`src/rtl/servo_ramp_ctrl_if.sv`:
```
// ---------------------------------------------------------------------------
// servo_ramp_ctrl_if
//   Command port of the servo ramp controller: a valid/ready write of one
//   target position to one channel, plus a drop indication.
//   Signals:
//     cmd_valid  master->slave  command present
//     cmd_sel    master->slave  target channel index ($clog2(NCH)+1 bits)
//     cmd_pos    master->slave  requested pulse width in ticks (unsigned)
//     cmd_ready  slave->master  slave can accept a command this clock
//     cmd_err    slave->master  1-clk pulse, command dropped (bad channel)
// ---------------------------------------------------------------------------
interface servo_ramp_ctrl_if #(
    parameter int NCH = 4,
    parameter int W   = 16
);
    localparam int SW = $clog2(NCH) + 1;

    logic          cmd_valid;
    logic [SW-1:0] cmd_sel;
    logic [W-1:0]  cmd_pos;
    logic          cmd_ready;
    logic          cmd_err;

    modport master (
        output cmd_valid, cmd_sel, cmd_pos,
        input  cmd_ready, cmd_err
    );

    modport slave (
        input  cmd_valid, cmd_sel, cmd_pos,
        output cmd_ready, cmd_err
    );
endinterface

```
`src/rtl/servo_ramp_ctrl.sv`:
```
// ---------------------------------------------------------------------------
// servo_ramp_ctrl
//   Multi-channel RC-servo pulse generator. Each channel holds a clamped
//   target width; the live width slews toward it by at most STEP ticks per
//   frame. All channels share one prescaler/frame timebase.
//   Ports:
//     clk       system clock
//     nrst      asynchronous active-low reset
//     en        1 = pulses active and ramp running; 0 = pulses low, ramp frozen
//     cmd       command port (slave modport of servo_ramp_ctrl_if)
//     pulse     per-channel servo PWM lines (registered)
//     busy      per-channel live width != target (registered)
//     frame_tc  1-clk pulse following the frame wrap
// ---------------------------------------------------------------------------
module servo_ramp_ctrl #(
    parameter int NCH      = 4,
    parameter int W        = 16,
    parameter int TICK_DIV = 269,
    parameter int PERIOD   = 1999,
    parameter int POS_MIN  = 60,
    parameter int POS_MAX  = 230,
    parameter int POS_RST  = 100,
    parameter int STEP     = 2
) (
    input  logic              clk,
    input  logic              nrst,
    input  logic              en,
    servo_ramp_ctrl_if.slave  cmd,
    output logic [NCH-1:0]    pulse,
    output logic [NCH-1:0]    busy,
    output logic              frame_tc
);
    localparam int SW = $clog2(NCH) + 1;

    localparam logic [W-1:0]  TICK_T   = W'(TICK_DIV);
    localparam logic [W-1:0]  PERIOD_T = W'(PERIOD);
    localparam logic [W-1:0]  MIN_T    = W'(POS_MIN);
    localparam logic [W-1:0]  MAX_T    = W'(POS_MAX);
    localparam logic [W-1:0]  RST_T    = W'(POS_RST);
    localparam logic [W:0]    STEP_X   = (W+1)'(STEP);
    localparam logic [SW-1:0] NCH_S    = SW'(NCH);

    localparam logic [0:0] S_IDLE  = 1'b0;
    localparam logic [0:0] S_WRITE = 1'b1;

    function automatic logic [W-1:0] clamp_pos(input logic [W-1:0] p);
        if (p < MIN_T)      clamp_pos = MIN_T;
        else if (p > MAX_T) clamp_pos = MAX_T;
        else                clamp_pos = p;
    endfunction

    // One ramp step toward tgt; the step is limited to the remaining
    // distance so the live width never overshoots.
    function automatic logic [W-1:0] ramp_step(input logic [W-1:0] cur,
                                               input logic [W-1:0] tgt);
        logic [W:0] c, t, d;
        c = {1'b0, cur};
        t = {1'b0, tgt};
        d = '0;
        ramp_step = cur;
        if (c < t) begin
            d = t - c;
            if (d > STEP_X) d = STEP_X;
            ramp_step = W'(c + d);
        end else if (c > t) begin
            d = c - t;
            if (d > STEP_X) d = STEP_X;
            ramp_step = W'(c - d);
        end
    endfunction

    logic [W-1:0]   presc_q, presc_d;
    logic [W-1:0]   frame_q, frame_d;
    logic           frame_tc_q;
    logic           tick, wrap;
    logic [0:0]     state_q, state_d;
    logic [SW-1:0]  sel_q, sel_d;
    logic [W-1:0]   pos_q, pos_d;
    logic           write_ok;
    logic [W-1:0]   cur_q [NCH];
    logic [W-1:0]   cur_d [NCH];
    logic [W-1:0]   tgt_q [NCH];
    logic [W-1:0]   tgt_d [NCH];
    logic [NCH-1:0] pulse_q, pulse_d;
    logic [NCH-1:0] busy_q, busy_d;

    // Timebase: prescaler produces tick, frame counter wraps at PERIOD.
    always_comb begin
        tick    = (presc_q == TICK_T);
        wrap    = tick && (frame_q == PERIOD_T);
        presc_d = tick ? '0 : presc_q + W'(1);
        frame_d = frame_q;
        if (wrap)      frame_d = '0;
        else if (tick) frame_d = frame_q + W'(1);
    end

    // Command FSM: IDLE latches a command, WRITE commits it for one clock.
    always_comb begin
        state_d = state_q;
        sel_d   = sel_q;
        pos_d   = pos_q;
        case (state_q)
            S_IDLE: begin
                if (cmd.cmd_valid) begin
                    sel_d   = cmd.cmd_sel;
                    pos_d   = cmd.cmd_pos;
                    state_d = S_WRITE;
                end
            end
            default: state_d = S_IDLE;
        endcase
    end

    assign write_ok      = (state_q == S_WRITE) && (sel_q < NCH_S);
    assign cmd.cmd_err   = (state_q == S_WRITE) && !(sel_q < NCH_S);
    assign cmd.cmd_ready = (state_q == S_IDLE);

    // Ramp reads tgt_q, so a write landing on the wrap clock only takes
    // effect at the following wrap. Pulse compares against cur_q, which only
    // moves at the wrap, so a frame's width is fixed once it starts.
    always_comb begin
        for (int i = 0; i < NCH; i++) begin
            tgt_d[i]   = (write_ok && (sel_q == SW'(i))) ? clamp_pos(pos_q) : tgt_q[i];
            cur_d[i]   = (wrap && en) ? ramp_step(cur_q[i], tgt_q[i]) : cur_q[i];
            pulse_d[i] = en && (frame_q < cur_q[i]);
            busy_d[i]  = (cur_q[i] != tgt_q[i]);
        end
    end

    always_ff @(posedge clk or negedge nrst) begin
        if (!nrst) begin
            presc_q    <= '0;
            frame_q    <= '0;
            frame_tc_q <= 1'b0;
            state_q    <= S_IDLE;
            pulse_q    <= '0;
            busy_q     <= '0;
            for (int i = 0; i < NCH; i++) begin
                cur_q[i] <= RST_T;
                tgt_q[i] <= RST_T;
            end
        end else begin
            presc_q    <= presc_d;
            frame_q    <= frame_d;
            frame_tc_q <= wrap;
            state_q    <= state_d;
            pulse_q    <= pulse_d;
            busy_q     <= busy_d;
            for (int i = 0; i < NCH; i++) begin
                cur_q[i] <= cur_d[i];
                tgt_q[i] <= tgt_d[i];
            end
        end
    end

    // Command holding registers carry data only and need no reset.
    always_ff @(posedge clk) begin
        sel_q <= sel_d;
        pos_q <= pos_d;
    end

    assign pulse    = pulse_q;
    assign busy     = busy_q;
    assign frame_tc = frame_tc_q;

endmodule

```
`src/flat_wrapper.sv`:
```
// flat-port wrapper written by rule: the top's interface ports become plain ports
module servo_ramp_ctrl_flat 
#(
    parameter int NCH      = 4,
    parameter int W        = 16,
    parameter int TICK_DIV = 269,
    parameter int PERIOD   = 1999,
    parameter int POS_MIN  = 60,
    parameter int POS_MAX  = 230,
    parameter int POS_RST  = 100,
    parameter int STEP     = 2
)
  (clk, nrst, en, pulse, busy, frame_tc, cmd_cmd_valid, cmd_cmd_sel, cmd_cmd_pos, cmd_cmd_ready, cmd_cmd_err);
  servo_ramp_ctrl_if #(.NCH(NCH), .W(W)) cmd_i ();
  input  logic clk;
  input  logic nrst;
  input  logic en;
  output logic [NCH-1:0] pulse;
  output logic [NCH-1:0] busy;
  output logic frame_tc;
  input wire logic [$bits(cmd_i.cmd_valid)-1:0] cmd_cmd_valid;
  input wire logic [$bits(cmd_i.cmd_sel)-1:0] cmd_cmd_sel;
  input wire logic [$bits(cmd_i.cmd_pos)-1:0] cmd_cmd_pos;
  output wire logic [$bits(cmd_i.cmd_ready)-1:0] cmd_cmd_ready;
  output wire logic [$bits(cmd_i.cmd_err)-1:0] cmd_cmd_err;
  assign cmd_i.cmd_valid = cmd_cmd_valid;
  assign cmd_i.cmd_sel = cmd_cmd_sel;
  assign cmd_i.cmd_pos = cmd_cmd_pos;
  assign cmd_cmd_ready = cmd_i.cmd_ready;
  assign cmd_cmd_err = cmd_i.cmd_err;
  servo_ramp_ctrl #(.NCH(NCH), .W(W), .TICK_DIV(TICK_DIV), .PERIOD(PERIOD), .POS_MIN(POS_MIN), .POS_MAX(POS_MAX), .POS_RST(POS_RST), .STEP(STEP)) u_core (.clk(clk), .nrst(nrst), .en(en), .cmd(cmd_i), .pulse(pulse), .busy(busy), .frame_tc(frame_tc));
endmodule
```
`config.mk`:
```
export PLATFORM = sky130hd
export DESIGN_NAME = servo_ramp_ctrl_flat
export DESIGN_NICKNAME = d
export VERILOG_FILES = /design/src/rtl/servo_ramp_ctrl_if.sv /design/src/rtl/servo_ramp_ctrl.sv /design/src/flat_wrapper.sv
export SDC_FILE = /design/constraint.sdc
export NUM_CORES = 1
export LEC_CHECK = 0
export ABC_AREA = 1
export BUFFER_PORTS_ARGS = -buffer_cell sky130_fd_sc_hd__buf_2
export CAP_MARGIN = 20
export CORE_MARGIN = 4
export CORE_UTILIZATION = 47
export DETAILED_ROUTE_END_ITERATION = 8
export PLACE_DENSITY = 0.74
export SLEW_MARGIN = 15
export SYNTH_ARGS = -nofsm -noshare
export SYNTH_HDL_FRONTEND = slang
export SYNTH_SLANG_ARGS = --single-unit
```
`constraint.sdc`:
```
create_clock -name clk -period 4.9 [get_ports clk]
set_input_delay 0.245 -clock clk [delete_from_list [all_inputs] [get_ports clk]]
set_output_delay 0.245 -clock clk [all_outputs]
set_load 0.01 [all_outputs]
```
### Word level (Yosys, flattened, before mapping)

Index checks and enable logic that the tools add are counted.

| storage, ports and cells | value |
|---|---|
| register bits after elaboration | 189 |
| input bits | 23 |
| output and inout bits | 11 |
| logic and storage cells | 126 |

| cells by class | value |
|---|---|
| add/sub/neg operators | 18 |
| $lt $le $gt $ge | 23 |
| equality and inequality tests | 9 |
| multiplexer cells | 35 |
| bitwise gates (word level) | 1 |
| reduce and logical (&&, ||, !) cells | 24 |

Operators by type and width:

| operator | count |
|---|---|
| 16-bit two-way mux | 33 |
| 17-bit by 2-bit > comparator with 1-bit output (second input constant) | 8 |
| 16-bit by 16-bit subtractor with 17-bit output | 8 |
| 16-bit less-than comparator | 8 |
| 16-bit adder | 4 |
| 16-bit > comparator | 4 |
| 16-bit != test | 4 |
| 16-bit subtractor | 4 |
| 16-bit by 1-bit adder with 16-bit output (second input constant) | 2 |
| 16-bit by 11-bit == test with 1-bit output (second input constant) | 1 |
| 16-bit by 9-bit == test with 1-bit output (second input constant) | 1 |
| 16-bit by 8-bit > comparator with 1-bit output (second input constant) | 1 |
| 16-bit by 6-bit less-than comparator with 1-bit output (second input constant) | 1 |
| 1-bit logical AND | 12 |
| 2-bit AND reduction | 5 |
| 2-bit nonzero test | 5 |
| 3-bit by 2-bit == test with 1-bit output (second input constant) | 2 |
| 3-bit by 1-bit == test with 1-bit output (second input constant) | 1 |
| 3-bit zero test | 1 |
| 3-bit less-than comparator (second input constant) | 1 |
| 1-bit two-way mux | 2 |
| 1-bit zero test | 1 |
| 1-bit NOT | 1 |

### Logic depth before layout (Yosys ltp)

Gate-level depths: netlist of the first run.

| logic depth | value |
|---|---|
| word-level depth | 8 |
| depth in mapped cells | 33 |
| mapped depth without buffers | 32 |

### Worst setup path after synthesis of the first run

No wires, ideal clock.

| path | value |
|---|---|
| kind | reg-to-reg |
| start point | register u_core.tgt_q[50] (netlist bit) |
| end point | register u_core.cur_q[59] (netlist bit) |
| setup time | 0.083 ns |
| data arrival time | 3.978 ns |
| required time | 4.817 ns |
| slack | 0.839 ns |
| cell stages (with the launch flop) | 26 |
| path buffers | 1 |
| period minus slack after synthesis | 4.061 ns |
| cells stage by stage | dfstp_2 inv_1 ha_1 buf_4 nand2_1 nor2_1 nand2_1 nand3_1 nand2_1 nand2_1 nand2_1 inv_1 nand4_1 nor3_1 nand4_1 ha_1 or2_2 ha_1 a21oi_1 nand2_1 a21boi_0 o21ai_0 a21oi_1 o21ai_0 xnor2_1 o21ai_0 |

| on the way | value |
|---|---|
| cells in the longest elaborated chain, start to end | 8 |
| elaborated cells between the ends (all ways) | 17 |
| those cells by class | 4 x add/sub; 4 x order compare; 7 x mux; 2 x reduce/logical |

Ends and longest elaborated chain:

| what | line | text |
|---|---|---|
| start: declaration | servo_ramp_ctrl.sv:82 | `logic [W-1:0] tgt_q [NCH];` |
| start signal: indexed assignment | servo_ramp_ctrl.sv:151 | `tgt_q[i] <= tgt_d[i];` |
| 16-bit by 16-bit subtractor with 17-bit output | servo_ramp_ctrl.sv:66 | `d = c - t;` |
| 17-bit by 2-bit > comparator with 1-bit output | servo_ramp_ctrl.sv:67 | `if (d > STEP_X) d = STEP_X;` |
| 16-bit two-way mux | servo_ramp_ctrl.sv:67 |  |
| 16-bit two-way mux | servo_ramp_ctrl.sv:65 | `end else if (c > t) begin` |
| 16-bit two-way mux | servo_ramp_ctrl.sv:61 | `if (c < t) begin` |
| 16-bit subtractor | servo_ramp_ctrl.sv:68 | `ramp_step = W'(c - d);` |
| 16-bit two-way mux | servo_ramp_ctrl.sv:65 |  |
| 16-bit two-way mux | servo_ramp_ctrl.sv:61 |  |
| end signal: indexed assignment | servo_ramp_ctrl.sv:150 | `cur_q[i] <= cur_d[i];` |
| end: declaration | servo_ramp_ctrl.sv:80 | `logic [W-1:0] cur_q [NCH];` |

Parallel ways exist; a longest one is shown, timed or not. The select of a mux whose other input is x is not followed.
A chain may end at the register's enable or synchronous reset.

### Worst setup path after layout of the first run

| path | value |
|---|---|
| start point | register u_core.tgt_q[2] (netlist bit) |
| end point | register u_core.cur_q[15] (netlist bit) |

Same word-level chain as after synthesis.

==> results.sh, run 1 <==
export IMPL_synth_top_area_share_pct=18.0
export IMPL_vias=19100
export IMPL_synth_area_leaders="dfrtp_1 (18%), ha_1 (16%), nand2_1 (14%)"
export IMPL_post_cts_buffers=0
export IMPL_io_pins=34
export IMPL_yosysWarnings=0
export IMPL_clk_pin_slew_ps=80
export IMPL_drive_above_1_share_pct=10.2
export IMPL_fmax_mhz=216
export IMPL_grt_total_usage_pct=24.1
export IMPL_synth_most_common_cell="nand2_1"
export IMPL_ff2ff_path_depth=27
export IMPL_startpoint_type="register"
export IMPL_r2r_start="u_core.tgt_q[2]"
export IMPL_hold_viol_final=0
export IMPL_syn_nets=3267
export IMPL_antenna_found_initial=1
export IMPL_syn_to_final_growth_pct=8.44
export IMPL_relSlewSlack_pct=45.0
export IMPL_diodes=0
export IMPL_clkSinkCount=189
export IMPL_yosysTopAreaCell="dfrtp_1"
export IMPL_worst_slack_ps=276
export IMPL_wl_um=56100
export IMPL_cpMostUsedCell="nand2_1"
export IMPL_avgSynthCellArea_sq_um=6.80
export IMPL_crit_path_top_delay_cell="dfstp_2"
export IMPL_via_per_inst=5.34
export IMPL_rsz0062_at_grt="true"
export IMPL_port_buffers=33
export IMPL_avgRoutedWirePerCell_um=15.7
export IMPL_nNetsFinal=3322
export IMPL_peakVddDrop_mv=0.289
export IMPL_cp_end_kind="register"
export IMPL_switchingPower_w=0.00163
export IMPL_htree_levels=4
export IMPL_antenna_left=0
export IMPL_hold_class="primary input to async pin"
export IMPL_critPathKind="register to register"
export IMPL_maxCapViolCount=0
export IMPL_ys_seq_area_share_pct=24.0
export IMPL_powerDensity_nw_per_um2=198
export IMPL_placed_area_sq_um=21000
export IMPL_slew_viol_final=0
export IMPL_regToRegSetupSlack_ps=280
export IMPL_power_frac_comb_pct=26.9
export IMPL_die_area_sq_um=46500
export IMPL_ys_seq_elements=189
export IMPL_setup_viol=0
export IMPL_synth_ff_type="dfrtp_1"
export IMPL_drtIter0Drc=1547
export IMPL_core_area_sq_um=42200
export IMPL_fin_skew_ps=12.7
export IMPL_grt_max_degree=97
export IMPL_finalSetupTns_ps=0
export IMPL_synth_common_cells="nand2_1 (775), inv_1 (524), ha_1 (255)"
export IMPL_whs_ps=393
export IMPL_first_global_vias=17900
export IMPL_globalRouteOverflowTotal=0
export IMPL_outcome="finished, final reports clean"
export IMPL_crit_path_max_fanout=9
export IMPL_detail_route_first_pass_iterations=6
export IMPL_critPathRequiredTime_ps=5290
export IMPL_synthDistinctLibCells=57
export IMPL_async_reset_ff_share_pct=89.9
export IMPL_cts_buffers=17
export IMPL_die_h_um=216
export IMPL_fin_crit_sh_pct=94.4
export IMPL_postLayoutCoreUtil_pct=52.0
export IMPL_tritoncts="yes"
export IMPL_rows=75
export IMPL_cts_buffer_depth=2
export IMPL_insertion_delay_ps=500
export IMPL_worstReg2RegEnd="u_core.cur_q[15]"
export IMPL_synth_edf_count=19
export IMPL_p_seq_share_pct=38.6
export IMPL_netSwitchingFraction_pct=37.4
export IMPL_period_needed_ps=4620
export IMPL_cell_internal_pwr_w=0.00272
export IMPL_initial_utilization_pct=47.9
export IMPL_synthCells=2977
export IMPL_cts_root_buf="clkbuf_16"
export IMPL_drc_errors=0
export IMPL_p_leak_nw=11.6
export IMPL_hpwl_um=44600
export IMPL_dpl_worst_slack_ps=131
export IMPL_grt_pass1_wl_um=91300
export IMPL_p_clk_share_pct=34.5
export IMPL_max_stage_delay_ps=540
export IMPL_arrival_ps=5010
export IMPL_place_congestion=0.954
export IMPL_worstMarginPinSlew_ps=819
export IMPL_die_x_um=216
export IMPL_syn_cell_area_sq_um=20200
export IMPL_stdcell_area_sq_um=22000
[registers in the layout, summed over array words and instances (netlist names)]
register	flops
u_core.frame_tc	1
u_core.tgt_q	64
u_core.state_q	1
u_core.cur_q	64
u_core.frame_q	16
u_core.sel_q	3
u_core.pulse	4
u_core.busy	4
u_core.pos_q	16
u_core.presc_q	16
[repair_timing]
item,CTS,global route
gates resized for setup,0,31
hold buffers,21,0
hold endpoints to repair,108,0
endpoints found under the setup margin,0,20
[cell families after synthesis]
kind of cell	count (synthesis)	synth area share, %
AND/OR/NAND/NOR	1379	30.4
buffers and inverters	577	11.2
AO/OA/AOI/OAI	466	13.1
adder cells (fa/ha/maj)	267	16.9
flip-flops	189	24.0
XOR/XNOR	99	4.28
[area by class of cell]
cell class / count / area (sq um)
Fill cell: 4221 / 20300
Multi-Input combinational cell: 2211 / 13200
Sequential cell: 189 / 4860
Inverter: 541 / 2030
Tap cell: 539 / 674
Timing Repair Buffer: 72 / 539
Clock buffer: 17 / 425
Clock inverter: 15 / 201
[layout by cell type, fill, tap and decap left out, types with 14 or more instances in the layout]
cell type and count:
inv_1 524, buf_4 16, a21oi_2 16, nand4_1 65
nor2_1 185, nand2_2 34, nand2_1 773, dfrtp_1 145
xor2_1 71, dfstp_2 24, clkbuf_16 17, inv_2 16
xnor2_1 28, a21o_1 14, nor3_1 33, nor2_2 38
o21ai_1 14, nand3_1 165, o21ai_0 140, edfxtp_1 19
a21oi_1 208, or2_2 31, dlygate4sd3_1 21, o21bai_1 15
ha_1 246, buf_2 32
[through the flow]
stage | total power [W] | cells
2_1_floorplan | 0.00254 | 2977
3_3_place_gp | 0.00282 | 3530
3_5_place_dp | 0.00282 | 3531
4_1_cts | 0.00435 | 3584
5_1_grt | 0.00460 | 3584
6_report | 0.00435 | 3584
[per-layer routing]
layer	track usage [%]	wire (um)	part of all wire, %	vias to the layer above
met5	0	18	0.032	-
met4	7.47	1480	2.6	2
met3	5.04	4300	7.7	82
met2	38.2	24700	44	589
met1	33.2	25700	46	8776
li1	-	-	-	9690
[worst max path at each step]
stage,slack (ps),startpoint,endpoint
3_3_place_gp,230,u_core.tgt_q[50],u_core.cur_q[59]
5_1_grt,-50,u_core.tgt_q[53],u_core.cur_q[59]
2_1_floorplan,840,u_core.tgt_q[50],u_core.cur_q[59]
3_5_place_dp,130,u_core.tgt_q[50],u_core.cur_q[59]
6_report,280,u_core.tgt_q[2],u_core.cur_q[15]
4_1_cts,120,u_core.tgt_q[50],u_core.cur_q[59]
[power by group through the flow]
stage | clock [W] | combinational, W | sequential [W]
after global routing | 0.00159 | 0.00132 | 0.00168
after floorplan | 0 | 0.000842 | 0.00170
final | 0.00150 | 0.00117 | 0.00168
after CTS | 0.00154 | 0.00113 | 0.00168
after detailed placement | 0 | 0.00112 | 0.00171
after global placement | 0 | 0.00111 | 0.00171
[worst max-delay path: cells and delay by family (launching register included)]
family	cells	cell delay, ps
AOI/OAI and AO/OA	3	670
adders and majority gates	3	1030
DFF	1	540
and+or+nand+nor	18	2060
buffers and inverters	3	210
No activity file was read; power rests on OpenSTA's default activity.
==> inputs of run 2 (changes only) <==
--- a/config.mk
+++ b/config.mk
@@ -8,7 +8,8 @@
 export ABC_AREA = 1
 export BUFFER_PORTS_ARGS = -buffer_cell sky130_fd_sc_hd__buf_2
 export CAP_MARGIN = 20
-export CORE_MARGIN = 4
+export CORE_ASPECT_RATIO = 2
+export CORE_MARGIN = 2
 export CORE_UTILIZATION = 47
 export DETAILED_ROUTE_END_ITERATION = 8
 export PLACE_DENSITY = 0.74
==> constraint.sdc (replaced) <==
create_clock -name clk -period 4.9 [get_ports clk]
set_input_delay 0.735 -clock clk [delete_from_list [all_inputs] [get_ports clk]]
set_output_delay 0.735 -clock clk [all_outputs]
set_load 0.01 [all_outputs]
==> run 2 against run 1 <==
Against the previous run: combinational power increased by 6%; register-to-register slack worse by 60 ps; routed wire length is 15% higher; core utilization fell by 0.43 points; die area decreased by 3.5%; sequential cell count unchanged; largest cell class unchanged; sequential share of layout area about the same.
==> results.sh, run 2 (synthesis results as in run 1) <==
export IMPL_die_x_um=151
export IMPL_wl_um=64400
export IMPL_hold_class="primary input to async pin"
export IMPL_cts_root_buf="clkbuf_16"
export IMPL_cts_buffers=17
export IMPL_grtUsageMet3_pct=3.47
export IMPL_antenna_left=0
export IMPL_holdBufCountCts=0
export IMPL_clkSinkCount=189
export IMPL_maxCapViolCount=0
export IMPL_clk_pin_slew_ps=80
export IMPL_slew_viol_final=0
export IMPL_htree_levels=4
export IMPL_peakVddDrop_mv=0.233
export IMPL_first_global_vias=20100
export IMPL_antenna_found_initial=1
export IMPL_finalSetupTns_ps=0
export IMPL_die_area_sq_um=44900
export IMPL_insertion_delay_ps=470
export IMPL_stdcell_count=3595
export IMPL_cts_buffer_depth=2
export IMPL_core_area_sq_um=42600
export IMPL_io_pins=34
export IMPL_cp_end_kind="register"
export IMPL_use_met1_pct=26.4
export IMPL_hpwl_um=52400
export IMPL_rows=107
export IMPL_relSlewSlack_pct=25.3
export IMPL_outcome="finished, final reports clean"
export IMPL_max_stage_delay_ps=420
export IMPL_syn_to_final_growth_pct=8.42
export IMPL_power_w=0.00432
export IMPL_layout_commonest_cell="nand2_1"
export IMPL_period_needed_ps=4680
export IMPL_regArea_sq_um=4850
export IMPL_p_leak_nw=11.6
export IMPL_top_regs="u_core.cur_q (64), u_core.tgt_q (64)"
export IMPL_regToRegSetupSlack_ps=220
export IMPL_final_cell_mix="nand2_1 (772), inv_1 (522), ha_1 (242)"
export IMPL_multiInputGateArea_sq_um=13300
export IMPL_powerDensity_nw_per_um2=197
export IMPL_avgRoutedWirePerCell_um=17.9
export IMPL_hold_viol_final=0
export IMPL_worstMarginPinSlew_ps=1110
export IMPL_grt_pass1_wl_um=101000
export IMPL_critPathRequiredTime_ps=5300
export IMPL_worst_path_buf_inv=4
export IMPL_worstPathCellList="inv_1 > ha_2 > inv_2 > fa_2 > xor2_1 > a21oi_1 > nand4_1 > a21oi_2 > nand3_1 > nor3_2 > buf_4 > nand3_1 > ha_2 > or2_2 > ha_1 > inv_1 > nor3_1 > nand3_1 > o2111ai_1 > a21oi_1 > o21bai_1 > xor2_1 > nand2_1 > nand2_1"
export IMPL_tritoncts="yes"
export IMPL_fin_skew_ps=20.3
export IMPL_grt_max_degree=90
export IMPL_startpoint_type="register"
export IMPL_ff2ff_path_depth=24
export IMPL_via_per_inst=5.48
export IMPL_place_congestion=1.07
export IMPL_grt_total_usage_pct=29.1
export IMPL_fmax_mhz=214
export IMPL_globalRouteOverflowTotal=0
export IMPL_vias=19700
export IMPL_crit_path_max_fanout=7
export IMPL_post_cts_buffers=0
export IMPL_nNetsFinal=3325
export IMPL_drc_errors=0
export IMPL_crit_family="simple AND/OR/NAND/NOR gates"
export IMPL_fin_crit_sh_pct=95.5
export IMPL_worstReg2RegEnd="u_core.cur_q[14]"
export IMPL_drtIter0Drc=1018
export IMPL_n_fill_cell=4288
export IMPL_detail_route_first_pass_iterations=6
export IMPL_die_h_um=298
export IMPL_grt_util_met2_pct=54.0
export IMPL_port_buffers=33
export IMPL_initial_utilization_pct=47.6
export IMPL_arrival_ps=5080
export IMPL_place_inst=3561
export IMPL_r2r_start="u_core.tgt_q[0]"
export IMPL_critPathKind="register to register"
export IMPL_drive_above_1_share_pct=11.4
export IMPL_crit_path_top_delay_cell="fa_2"
export IMPL_top_usage_layer="met2"
export IMPL_setup_viol=0
export IMPL_cpMostUsedCell="nand3_1"
[run 2: changes by cell type in the layout (fill, tap and decap cells not counted), moves of 3 or more]
cell | before | now
inv_12 | 3 | 0
ha_1 | 246 | 242
a21oi_2 | 16 | 19
nor2_2 | 38 | 34
clkinv_8 | 6 | 0
dlygate4sd3_1 | 21 | 0
clkinv_2 | 0 | 3
ha_4 | 0 | 3
a21oi_1 | 208 | 205
buf_4 | 16 | 41
[run 2: worst max-delay path by stage]
stage,from,endpoint,depth (start not counted)
floorplan,u_core.tgt_q[50],u_core.cur_q[59],25
global placement,u_core.tgt_q[0],u_core.cur_q[15],26
detailed placement,u_core.tgt_q[0],u_core.cur_q[14],24
CTS,u_core.tgt_q[0],u_core.cur_q[15],26
global route,u_core.tgt_q[32],u_core.cur_q[47],27
finish,u_core.tgt_q[0],u_core.cur_q[14],24
[run 2: layer usage]
| layer | share of wire, % | up-vias |
|---|---|---|
| li1 | - | 9684 |
| met1 | 33 | 9003 |
| met2 | 53 | 657 |
| met3 | 3.4 | 346 |
| met4 | 11 | 0 |
| met5 | 0 | - |
[run 2: metrics by stage]
stage	hold WS, ps	instance area [sq um]	worst slack, ps	util, %
global route	345	21900	-49.1	51.6
CTS	349	21800	76.3	51.1
detailed placement	485	21200	0.246	49.8
finish	277	22000	220	51.6
global placement	479	21200	3.83	49.8
floorplan	439	20200	839	-
[run 2: final cells by class]
class	instances	area share (%)
Sequential cell	189	22.1
Clock inverter	12	0.456
Antenna cell	2	0.0228
Timing Repair Buffer	75	2.29
Clock buffer	20	2.08
Tap cell	545	3.11
Inverter	541	9.26
Multi-Input combinational cell	2211	60.7
[run 2: report_power, final]
part	internal, W	leakage, nW	total (W)	switching [W]
Clock	0.000692	0.277	0.00140	0.000705
Sequential	0.00164	2.36	0.00168	0.0000369
Combinational	0.000383	8.94	0.00124	0.000859
[run 2: repair_timing]
item                       in CTS  in global routing
setup endpoints to repair       2                 24
resized for setup               2                 49
pin swaps                       0                  6
